File: src/rtl/axis_frame_generator.sv
// ============================================================================
// Module  : axis_frame_generator
// Brief   : AXI4-Stream test-frame source with selectable payload patterns,
//           inter-frame gap, frame-count limit and run statistics.
// Revision: 1.0 - initial release
// ============================================================================
`default_nettype none

module axis_frame_generator #(
  parameter int AXIS_DATA_WIDTH = 256,
  parameter int AXIS_DATA_KEEP  = 32,
  parameter int AXIS_DATA_DEPTH = 400,
  parameter int NUM_CHANNELS    = 4,
  parameter int FRAME_GAP       = 16
) (
  input  logic                       clk,
  input  logic                       rst_n,
  input  logic                       enable,
  input  logic [1:0]                 mode,
  input  logic [15:0]                frame_limit,
  output logic [AXIS_DATA_WIDTH-1:0] m_axis_tdata,
  output logic [AXIS_DATA_KEEP-1:0]  m_axis_tkeep,
  output logic                       m_axis_tlast,
  output logic                       m_axis_tvalid,
  input  logic                       m_axis_tready,
  output logic                       busy,
  output logic                       frame_done,
  output logic [31:0]                frames_sent,
  output logic [31:0]                stall_cycles
);

  localparam int LANE_W = AXIS_DATA_WIDTH / NUM_CHANNELS;
  localparam int BEAT_W = $clog2(AXIS_DATA_DEPTH);
  localparam int GAP_W  = (FRAME_GAP > 1) ? $clog2(FRAME_GAP) : 1;
  localparam logic [31:0]       LFSR_SEED = 32'hACE1_0001;
  // Right-shift Galois taps for x^32 + x^22 + x^2 + x + 1
  localparam logic [31:0]       LFSR_TAPS = 32'h8020_0003;
  localparam logic [BEAT_W-1:0] LAST_BEAT = BEAT_W'(AXIS_DATA_DEPTH - 1);
  localparam logic [GAP_W-1:0]  GAP_LAST  = GAP_W'((FRAME_GAP > 0) ? FRAME_GAP - 1 : 0);

  typedef enum logic [1:0] {
    S_IDLE = 2'd0,
    S_RUN  = 2'd1,
    S_GAP  = 2'd2,
    S_DONE = 2'd3
  } state_e;

  state_e            state_q, state_d;
  logic [BEAT_W-1:0] beat_q, beat_d;
  logic [GAP_W-1:0]  gap_q, gap_d;
  logic [1:0]        mode_q, mode_d;
  logic [31:0]       lfsr_q, lfsr_d;
  logic [31:0]       frames_q, frames_d;
  logic [31:0]       stalls_q, stalls_d;

  logic        valid;
  logic        last_beat;
  logic        limit_hit;
  logic [31:0] lfsr_next;

  assign valid     = (state_q == S_RUN);
  assign last_beat = (beat_q == LAST_BEAT);
  assign limit_hit = (frame_limit != 16'd0) &&
                     (({1'b0, frames_q} + 33'd1) == {17'd0, frame_limit});
  assign lfsr_next = {1'b0, lfsr_q[31:1]} ^ (lfsr_q[0] ? LFSR_TAPS : 32'd0);

  always_ff @(posedge clk or negedge rst_n) begin
    if (!rst_n) begin
      state_q  <= S_IDLE;
      beat_q   <= '0;
      gap_q    <= '0;
      mode_q   <= 2'd0;
      lfsr_q   <= LFSR_SEED;
      frames_q <= '0;
      stalls_q <= '0;
    end else begin
      state_q  <= state_d;
      beat_q   <= beat_d;
      gap_q    <= gap_d;
      mode_q   <= mode_d;
      lfsr_q   <= lfsr_d;
      frames_q <= frames_d;
      stalls_q <= stalls_d;
    end
  end

  always_comb begin
    state_d  = state_q;
    beat_d   = beat_q;
    gap_d    = gap_q;
    mode_d   = mode_q;
    lfsr_d   = lfsr_q;
    frames_d = frames_q;
    stalls_d = stalls_q;
    case (state_q)
      S_IDLE: begin
        if (enable) begin
          state_d  = S_RUN;
          mode_d   = mode;
          beat_d   = '0;
          frames_d = '0;
          stalls_d = '0;
        end
      end
      S_RUN: begin
        if (!m_axis_tready && (stalls_q != 32'hFFFF_FFFF)) begin
          stalls_d = stalls_q + 32'd1;
        end
        if (m_axis_tready) begin
          lfsr_d = lfsr_next;
          if (last_beat) begin
            beat_d = '0;
            if (frames_q != 32'hFFFF_FFFF) begin
              frames_d = frames_q + 32'd1;
            end
            // Limit outranks a pending disable, which outranks the gap
            if (limit_hit) begin
              state_d = S_DONE;
            end else if (!enable) begin
              state_d = S_IDLE;
            end else if (FRAME_GAP > 0) begin
              state_d = S_GAP;
              gap_d   = '0;
            end else begin
              mode_d = mode;
            end
          end else begin
            beat_d = beat_q + BEAT_W'(1);
          end
        end
      end
      S_GAP: begin
        if (gap_q == GAP_LAST) begin
          state_d = enable ? S_RUN : S_IDLE;
          mode_d  = mode;
        end else begin
          gap_d = gap_q + GAP_W'(1);
        end
      end
      S_DONE: begin
        if (!enable) begin
          state_d = S_IDLE;
        end
      end
      default: state_d = S_IDLE;
    endcase
  end

  logic [LANE_W-1:0] lfsr_lane;
  assign lfsr_lane = {(LANE_W / 32){lfsr_q}};

  generate
    for (genvar i = 0; i < NUM_CHANNELS; i++) begin : g_lane
      logic [LANE_W-1:0] cnt_val;
      logic [LANE_W-1:0] lane_val;

      assign cnt_val = LANE_W'(beat_q) * LANE_W'(NUM_CHANNELS) + LANE_W'(i);

      always_comb begin
        lane_val = '0;
        case (mode_q)
          2'd0: lane_val = cnt_val;
          2'd1: lane_val = lfsr_lane ^ LANE_W'(i);
          2'd2: begin
            if (beat_q != '0) begin
              lane_val = cnt_val;
            end else if (i == 0) begin
              lane_val = LANE_W'(frames_q);
            end else if (i == 1) begin
              lane_val = LANE_W'(AXIS_DATA_DEPTH);
            end
          end
          default: lane_val = '0;
        endcase
      end

      assign m_axis_tdata[i*LANE_W +: LANE_W] = valid ? lane_val : '0;
    end
  endgenerate

  assign m_axis_tvalid = valid;
  assign m_axis_tkeep  = {AXIS_DATA_KEEP{valid}};
  assign m_axis_tlast  = valid & last_beat;
  assign frame_done    = valid & m_axis_tready & last_beat;
  assign busy          = (state_q != S_IDLE);
  assign frames_sent   = frames_q;
  assign stall_cycles  = stalls_q;

endmodule

`default_nettype wire

File: config.mk
export PLATFORM = sky130hd
export DESIGN_NAME = axis_frame_generator
export DESIGN_NICKNAME = d
export VERILOG_FILES = /design/src/rtl/axis_frame_generator.sv
export SDC_FILE = /design/constraint.sdc
export NUM_CORES = 1
export LEC_CHECK = 0
export BUFFER_PORTS_ARGS = -buffer_cell sky130_fd_sc_hd__buf_2
export CORE_ASPECT_RATIO = 0.9
export CORE_MARGIN = 2
export CORE_UTILIZATION = 40
export CTS_CLUSTER_DIAMETER = 30
export CTS_CLUSTER_SIZE = 40
export DETAILED_ROUTE_END_ITERATION = 12
export PLACE_DENSITY = 0.78
export SLEW_MARGIN = 20
export SYNTH_ARGS = -nofsm -noshare
export SYNTH_HDL_FRONTEND = slang
export SYNTH_SLANG_ARGS = --single-unit
File: constraint.sdc
create_clock -name clk -period 3.95 [get_ports clk]
set_input_delay 0.395 -clock clk [delete_from_list [all_inputs] [get_ports clk]]
set_output_delay 0.395 -clock clk [all_outputs]
set_load 0.005 [all_outputs]
==> impl_metrics.ini, run 1 <==
[cts]
cts_buffers = 17
cts_max_path_buffers = 2
cts_sinks = 113
root_buffer = clkbuf_16
cts_tree = built
cts_setup_buffers = 0
cts-hold-fix-buffers = 0
clk_latency_ns = 0.42
ctsResizeCount = 0
htree_levels = 4
clk_pin_slew_ns = 0.06

[drt]
ant_nets = 0
wl_per_cell_um = 18.5
drt_iter0_markers = 619
firstDrtPassIters = 5
vias = 8213
drc = 0
detail_route.wirelength_um = 28400
via_per_inst = 5.35

[logic_synthesis]
syn_nets = 1122
syn_inst = 1095
synthFlopType = dfrtp_1
syn_area_per_cell_um2 = 8.09
synthArstFlopShare_pct = 100
synth_seq_cells = 113
synth_cell_types = 63
ys_seq_area_share_pct = 32.0
synth-edff-count = 0
yosys_warnings = 0
syn_area_um2 = 8860

[finish]
seqCellArea_um2 = 2840
instances_no_fill = 1535
area_growth_pct = 13.6
final_area_um2 = 10100
layout-drive-gt1-share_pct = 37.1
fill_cells = 2067
multi_input_area_um2 = 4100
nets = 1257
post-route-util_pct = 46.4

[die]
fp.dieW_um = 161
initial_utilization_pct = 40.8
die-height_um = 145
rows = 51
core_um2 = 21700
dieArea_um2 = 23400
pin_count = 378

[sta]
tns_ns = 0
worstMarginPinSlew_ns = 0.827
rsz0062_at_grt = false
finalSetupViolCount = 0
fin_crit_sh_pct = 81.1
hold-worst-slack_ns = -0.0109
slew_violations = 0
final_hold_viol_count = 1
period_needed_ns = 3.20
fin_skew_ns = 0.00912
max_freq_ghz = 0.312
relSlewSlack_pct = 44.1

[grt]
track_usage_pct = 23.8
grt_pass1_vias = 7618
grt_util_met2_pct = 40.6
grt_pass1_wl_um = 43800
met1_usage_pct = 29.1
grt_max_degree = 80
use_met3_pct = 6.03
antenna_found_initial = 1
grt-ovfl-total = 0
busiest_layer = met2

[place]
post-dp-hpwl_um = 20800
dp.cells = 1502
place_area_um2 = 9390
port_buffers = 377
gp_congestion = 0.891

[power]
intPower_w = 0.00260
combPwrFrac_pct = 12.9
p_seq_share_pct = 36.9
vdd_ir_drop_max_mv = 0.330
p_sw_w = 0.000909
power.total_w = 0.00351
powerDensity_nw_per_um2 = 349
clock_power_share_pct = 50.2
power.share.switching_pct = 25.9
p_leak_nw = 5.65

[worst_hold_path]
hold_class = in2async

[setup_path]
path_max_fanout = 24
worstPathRequired_ns = 3.56
path_cells = inv_1 > ha_1 > nor4b_1 > nand2_1 > nor2_1 > and3_1 > buf_12 > or2_2 > o31a_1 > buf_2
cp_slowest_cell = and3_1
crit_path_end_kind = output pin
slowest_delay_ns = 0.46
cp-start-kind = flip-flop
cp_data_arrival_time_ns = 2.81
crit_type = reg2out

[outcome]
violations = negative hold slack
status = complete, but fails checks

[run]
drv_cap = 0
==> registers in the layout (all words and copies together), names as in the netlist <==
signal / flops
stall_cycles: 32
gap_q: 4
mode_q: 2
lfsr_q: 32
beat_q: 9
frames_sent: 32
state_q: 2
==> routing by layer <==
layer  wire [um]  up-vias
met4         662        2
met5           7        -
li1            -     3839
met2       14000      412
met1       11400     3904
met3        2280       56
==> synthesized netlist by cell type, types with 16 or more instances <==
master	instances	area, um^2
buf_4	212	1590
nand2_1	146	548
dfrtp_1	104	2600
nor2_1	70	263
o21ai_0	50	250
and3_1	47	294
xnor2_1	44	385
clkbuf_1	40	150
a21oi_1	36	180
a21o_1	32	240
nand3_1	32	160
nand4_1	25	156
o31ai_1	21	158
inv_1	20	75.1
nor3_1	20	100
buf_2	16	80.1
nor4_1	16	100
xor2_1	16	140
==> through the flow <==
step | hold WS (ns) | worst slack (ns)
floorplan | 0.0994 | 1.05
global placement | 0.449 | 0.950
detailed placement | 0.457 | 0.845
CTS | 0.191 | 0.744
global route | 0.0500 | 0.468
finish | -0.0109 | 0.747
==> worst paths after layout <==
check / start / endpoint / slack, ns / depth (start not counted)
hold / removal: rst_n / stall_cycles[7]$_DFFE_PN0P_ / -0.01 / 1
hold reg to reg: lfsr_q[31]$_DFFE_PN1P_ / lfsr_q[31]$_DFFE_PN1P_ / 0.46 / 2
max in group asynchronous: rst_n / stall_cycles[28]$_DFFE_PN0P_ / 3.21 / 2
setup reg to reg: frames_sent[0]$_DFFE_PN0P_ / frames_sent[16]$_DFFE_PN0P_ / 0.82 / 8
setup / recovery: beat_q[0]$_DFFE_PN0P_ / m_axis_tdata[4] / 0.75 / 10
min in group clk: mode[0] / mode_q[0]$_DFFE_PN0P_ / 0.21 / 2
==> final cells by class <==
class,instances,area share [%]
inverter,20,0.746
antenna,1,0.0249
sequential,113,28.2
multi-input combinational,686,40.7
timing repair buffer,392,20.0
tap,291,3.62
clock buffer,21,4.57
clock inverter,11,2.09
==> power by group through the flow <==
stage | sequential, W | clock [W] | combinational [W]
global placement | 0.00131 | 0 | 0.000448
finish | 0.00130 | 0.00176 | 0.000454
CTS | 0.00129 | 0.00179 | 0.000456
floorplan | 0.00127 | 0 | 0.000294
detailed placement | 0.00131 | 0 | 0.000454
global route | 0.00130 | 0.00184 | 0.000507
==> logic make-up after synthesis <==
| kind of cell | synth area share, % |
|---|---|
| AOI/OAI and AO/OA | 13.5 |
| xor gates and xnor gates | 6.18 |
| adders and majority gates | 0.706 |
| buffers and inverters | 21.9 |
| DFF | 32.0 |
| muxes | 0.607 |
| and+or+nand+nor | 25.1 |
==> cells in the final DEF, fill, tap and decap left out, drive strengths merged, types with 5 or more instances in the layout <==
| master | instances |
|---|---|
| bufinv | 6 |
| o31ai | 21 |
| nor2b | 8 |
| nor2 | 70 |
| xor2 | 16 |
| nand4 | 27 |
| o21ai | 55 |
| buf | 392 |
| a21oi | 38 |
| nor3 | 21 |
| a22oi | 7 |
| xnor2 | 44 |
| and3 | 47 |
| nand2 | 146 |
| dfrtp | 104 |
| a21o | 32 |
| inv | 19 |
| and2 | 15 |
| dfstp | 9 |
| clkbuf | 21 |
| nor4 | 19 |
| nand3 | 34 |
| and4 | 11 |
| or2 | 6 |
| ha | 5 |
| nand2b | 5 |
| or3 | 15 |
==> worst max-delay path: cells and delay by family (launching register included) <==
family,cells,cell delay [ns]
compound gates,1,0.15
buf+inv,3,0.46
fa+ha+maj,1,0.14
simple gates,5,1.22
flops,1,0.42
No activity file was read; power rests on OpenSTA's default activity.
==> run 2, diff against run 1 <==
--- a/config.mk
+++ b/config.mk
@@ -12,7 +12,7 @@
 export CTS_CLUSTER_DIAMETER = 30
 export CTS_CLUSTER_SIZE = 40
 export DETAILED_ROUTE_END_ITERATION = 12
-export PLACE_DENSITY = 0.78
+export PLACE_DENSITY = 0.81
 export SLEW_MARGIN = 20
 export SYNTH_ARGS = -nofsm -noshare
 export SYNTH_HDL_FRONTEND = slang
==> constraint.sdc (replaced) <==
create_clock -name clk -period 2.6 [get_ports clk]
set_input_delay 0.26 -clock clk [delete_from_list [all_inputs] [get_ports clk]]
set_output_delay 0.26 -clock clk [all_outputs]
set_load 0.005 [all_outputs]
==> run 2 against run 1 <==
Net effect: the run ends with negative setup slack left; clock skew about the same; largest cell class unchanged; clock power grew 39%; power rose by 49%; sequential share of layout area decreased by 1.8 points; global-route usage grew 0.66 points; sequential cell count stayed put; first-iteration DRC count shrank 8.7%; core utilization grew 3.2 points; largest power group unchanged; combinational power is 83% higher; register-to-register slack worse by 0.72 ns; via count increased by 6.3%; critical path type unchanged.
==> impl_metrics.ini, run 2 (synthesis results as in run 1) <==
[setup_path]
crit_type = reg2out
worstReg2RegEnd = state_q[0]$_DFFE_PN0P_
r2r_slack_ns = 0.10
r2r_cells = 8
worstPathRequired_ns = 2.34
cp_data_arrival_time_ns = 2.35
crit_path_end_kind = output pin
cp-start-kind = flip-flop
reg2reg_from = frames_sent[0]$_DFFE_PN0P_
path_max_fanout = 5

[grt]
antenna_found_initial = 2
grt_pass1_wl_um = 45200
grt_pass1_vias = 7901
grt_max_degree = 61
track_usage_pct = 24.5
grt-ovfl-total = 0

[power]
powerDensity_nw_per_um2 = 485
p_leak_nw = 6.04
intPower_w = 0.00381
clock_power_share_pct = 46.9
power.total_w = 0.00522
p_sw_w = 0.00141
combPwrFrac_pct = 15.9
p_seq_share_pct = 37.2
vdd_ir_drop_max_mv = 0.487
power.share.switching_pct = 27.0

[finish]
nets = 1328
multi_input_area_um2 = 4230
instances_no_fill = 1608
most-common-layout-cells = buf_2, nand2_1, dfrtp_1
fill_cells = 2046
layout-drive-gt1-share_pct = 42.6
final_common_cell = buf_2
seqCellArea_um2 = 2840
post-route-util_pct = 49.6
area_growth_pct = 21.4

[cts]
cts_tree = built
cts_sinks = 113
cts_buffers = 17
clk_latency_ns = 0.42
root_buffer = clkbuf_16
clk_pin_slew_ns = 0.05
cts_max_path_buffers = 2
htree_levels = 4

[drt]
drc = 0
firstDrtPassIters = 5
via_per_inst = 5.43
ant_nets = 0
vias = 8730
detail_route.wirelength_um = 29600
drt_iter0_markers = 565
wl_per_cell_um = 18.4

[die]
core_um2 = 21700
initial_utilization_pct = 40.8
dieArea_um2 = 23400
pin_count = 378
rows = 51
die-height_um = 145
fp.dieW_um = 161

[sta]
rsz0062_at_grt = true
fin_crit_sh_pct = 100
slew_violations = 0
worstMarginPinSlew_ns = 0.547
fin_skew_ns = 0.00936
finalSetupViolCount = 1
max_freq_ghz = 0.383
setup_ws_ns = -0.00806
final_hold_viol_count = 0
tns_ns = -0.00806
period_needed_ns = 2.61
relSlewSlack_pct = 63.5

[worst_hold_path]
hold_class = in2reg
min_from = mode[1]
holdPathStages = 2
whs_endpoint = mode_q[1]$_DFFE_PN0P_

[place]
dp.cells = 1561
place_ws_ns = 0.0507
gp_congestion = 0.919
post-dp-hpwl_um = 22100
port_buffers = 377

[outcome]
violations = negative setup slack
status = complete, but fails checks

[run]
drv_cap = 0
-- run 2: cell count changes in the layout (fill, tap and decap cells not counted), moves of 3 or more --
cell     before  now
and3_2        0   11
nor2_1       70   67
buf_4        14   74
buf_6         1    6
dfrtp_2       0    3
buf_12        1    6
and3_1       47   36
dfrtp_1     104  101
-- run 2: layer usage --
layer	up-vias	part of all wire, %	track usage, %
li1	3968	-	-
met1	4257	40	30.7
met2	451	50	42.3
met3	50	8.0	4.86
met4	4	2.4	7.68
met5	-	0.061	0
-- run 2: worst max-delay path: stages (launching register included) --
cell and delay, ns:
dfrtp_1 0.38, inv_1 0.06, ha_1 0.16, nor4b_4 0.26
nand2_2 0.12, nor2_4 0.13, a21oi_2 0.11, a22oi_1 0.17
nor2_1 0.06, buf_4 0.17, a21o_1 0.18, buf_2 0.13
-- run 2: area by class of cell --
cell class | count | share of cell area, %
timing repair buffer | 463 | 24.5
clock inverter | 11 | 1.50
sequential | 113 | 26.4
multi-input combinational | 686 | 39.3
inverter | 20 | 0.698
tap | 291 | 3.38
antenna | 3 | 0.0698
clock buffer | 21 | 4.19
-- run 2: power groups by stage --
stage	clock (W)	sequential (W)	combinational (W)
finish	0.00245	0.00194	0.000831
global route	0.00256	0.00195	0.000916
CTS	0.00249	0.00194	0.000825
detailed placement	0	0.00196	0.000773
global placement	0	0.00196	0.000765
floorplan	0	0.00193	0.000447
-- run 2: worst max-delay path by stage --
stage | startpoint | to | slack (ns) | cells past startpoint
after floorplan | frames_sent[0]$_DFFE_PN0P_ | state_q[0]$_DFFE_PN0P_ | -0.18 | 10
after global placement | frames_sent[1]$_DFFE_PN0P_ | state_q[0]$_DFFE_PN0P_ | 0.09 | 8
after detailed placement | frames_sent[1]$_DFFE_PN0P_ | state_q[0]$_DFFE_PN0P_ | 0.05 | 8
after CTS | beat_q[0]$_DFFE_PN0P_ | m_axis_tdata[9] | -0.02 | 11
after global routing | beat_q[0]$_DFFE_PN0P_ | m_axis_tdata[9] | -0.09 | 11
final | beat_q[0]$_DFFE_PN0P_ | m_axis_tdata[9] | -0.008 | 11
-- run 2: what timing repair did --
item	CTS	global route
cloned	0	0
setup endpoints to repair	46	91
hold buffers	1	0
resized for setup	9	29
hold endpoints to repair	37	0
buffers inserted	3	8
pin swaps	1	17
-- run 2: metrics by stage --
| stage | instance area (um^2) | hold slack, ns |
|---|---|---|
| global route | 10800 | 0.0811 |
| CTS | 10600 | 0.0654 |
| floorplan | 8890 | -0.0356 |
| detailed placement | 9920 | 0.276 |
| global placement | 9920 | 0.274 |
| finish | 10800 | 0.0833 |
==> run 3, diff against run 2 <==
--- a/config.mk
+++ b/config.mk
@@ -8,11 +8,11 @@
 export BUFFER_PORTS_ARGS = -buffer_cell sky130_fd_sc_hd__buf_2
 export CORE_ASPECT_RATIO = 0.9
 export CORE_MARGIN = 2
-export CORE_UTILIZATION = 40
+export CORE_UTILIZATION = 45
 export CTS_CLUSTER_DIAMETER = 30
 export CTS_CLUSTER_SIZE = 40
 export DETAILED_ROUTE_END_ITERATION = 12
-export PLACE_DENSITY = 0.81
+export PLACE_DENSITY = 0.88
 export SLEW_MARGIN = 20
 export SYNTH_ARGS = -nofsm -noshare
 export SYNTH_HDL_FRONTEND = slang
==> run 3 against run 2 <==
Net effect: the flow still finishes with violations (negative setup slack); critical path depth unchanged; sequential cell count stayed put; cell count decreased by 2.6%; worst setup slack lost 0.0017 ns; sequential power about the same.
==> impl_metrics.ini, run 3 (synthesis results as in run 1) <==
[power]
power.share.switching_pct = 27.5
vdd_ir_drop_max_mv = 0.450
p_sw_w = 0.00143
powerDensity_nw_per_um2 = 483
p_leak_nw = 6.04
combPwrFrac_pct = 17.4
power.total_w = 0.00520
clock_power_share_pct = 45.2
p_seq_share_pct = 37.4
intPower_w = 0.00377

[die]
initial_utilization_pct = 46.1
dieArea_um2 = 20800
die-height_um = 137
core_um2 = 19200
rows = 48
pin_count = 378
fp.dieW_um = 152

[place]
post-dp-hpwl_um = 21700
place_ws_ns = 0.00378
port_buffers = 377
dp.cells = 1518
gp_congestion = 0.964

[outcome]
violations = negative setup slack
status = complete, but fails checks

[setup_path]
crit_type = reg2reg
worstPathRequired_ns = 2.96
cp-start-kind = flip-flop
cp_data_arrival_time_ns = 2.97
path_max_fanout = 5
crit_path_end_kind = flip-flop

[drt]
drc = 0
via_per_inst = 5.58
wl_per_cell_um = 19.1
detail_route.wirelength_um = 29900
vias = 8742
firstDrtPassIters = 6
drt_iter0_markers = 964
ant_nets = 0

[sta]
setup_ws_ns = -0.00971
finalSetupViolCount = 4
fin_crit_sh_pct = 100
rsz0062_at_grt = true
worstMarginPinSlew_ns = 0.600
fin_skew_ns = 0.0121
hold-worst-slack_ns = 0.0713
final_hold_viol_count = 0
slew_violations = 0
period_needed_ns = 2.61
tns_ns = -0.0303
max_freq_ghz = 0.383
relSlewSlack_pct = 60.0

[grt]
grt_max_degree = 60
grt-ovfl-total = 0
grt_pass1_vias = 7767
grt_pass1_wl_um = 43300
track_usage_pct = 26.6
antenna_found_initial = 1

[run]
drv_cap = 0

[finish]
most-common-layout-cells = buf_2, nand2_1, dfrtp_1
area_growth_pct = 21.4
final_common_cell = buf_2
fill_cells = 1709
seqCellArea_um2 = 2840
layout-drive-gt1-share_pct = 42.6
multi_input_area_um2 = 4250
nets = 1329
instances_no_fill = 1566

[cts]
cts_tree = built
root_buffer = clkbuf_16
clk_latency_ns = 0.43
htree_levels = 4
cts_sinks = 113
cts_max_path_buffers = 2
cts_buffers = 17
clk_pin_slew_ns = 0.06

[worst_hold_path]
hold_class = in2reg
==> run 3: timing repair <==
action,CTS,global route
hold buffers,1,0
endpoints found under the setup margin,52,56
setup buffers,4,8
hold endpoints to repair,27,0
cloned,1,1
pin swaps,1,20
resized for setup,14,24
==> run 3: worst paths after layout <==
kind / from / end / slack, ns / cells after the start
max: frames_sent[0]$_DFFE_PN0P_ / gap_q[2]$_DFFE_PN0P_ / -0.01 / 11
min: mode[1] / mode_q[1]$_DFFE_PN0P_ / 0.07 / 2
max reg2reg: frames_sent[0]$_DFFE_PN0P_ / gap_q[2]$_DFFE_PN0P_ / -0.01 / 11
min reg2reg: lfsr_q[27]$_DFFE_PN1P_ / lfsr_q[26]$_DFFE_PN1P_ / 0.46 / 2
max in group asynchronous: rst_n / lfsr_q[29]$_DFFE_PN1P_ / 1.38 / 3
min in group asynchronous: rst_n / stall_cycles[10]$_DFFE_PN0P_ / 0.31 / 2
==> run 3: power by group through the flow <==
stage	Clock (W)	Sequential [W]	Combinational (W)
2_1_floorplan	0	0.00193	0.000447
3_3_place_gp	0	0.00196	0.000760
5_1_grt	0.00247	0.00196	0.000990
3_5_place_dp	0	0.00196	0.000777
4_1_cts	0.00237	0.00194	0.000848
6_report	0.00235	0.00195	0.000903
==> run 3: metal layers <==
layer  up-vias  GRT usage, %  part of all wire, %  routed length (um)
li1       3970             -                    -                   -
met1      4181          33.0                   40               11800
met2       510          45.6                   49               14600
met3        81          6.46                  8.4                2510
met4         0          9.61                  3.3                 977
met5         -             0                    0                   0
==> run 3: cell type report <==
class,instances,share of cell area (%)
multi-input combinational,686,39.5
timing repair buffer,464,24.9
clock buffer,27,4.77
clock inverter,5,0.721
inverter,20,0.733
antenna,1,0.0233
tap,250,2.91
sequential,113,26.4
==> run 3: through the flow <==
stage               utilization (%)  cell area [um^2]
CTS                            55.0             10600
floorplan                         -              8890
global route                   56.0             10800
detailed placement             51.1              9830
finish                         56.0             10800
global placement               51.1              9830
==> run 3: worst max-delay path, stage by stage, from the launching register on <==
cell      delay, ns
dfrtp_2        0.40
buf_4          0.12
nand4_2        0.16
buf_4          0.19
nor4_1         0.30
buf_4          0.19
and4_1         0.20
o211ai_1       0.19
a211oi_1       0.28
buf_4          0.17
nand4_4        0.15
a21oi_2        0.17
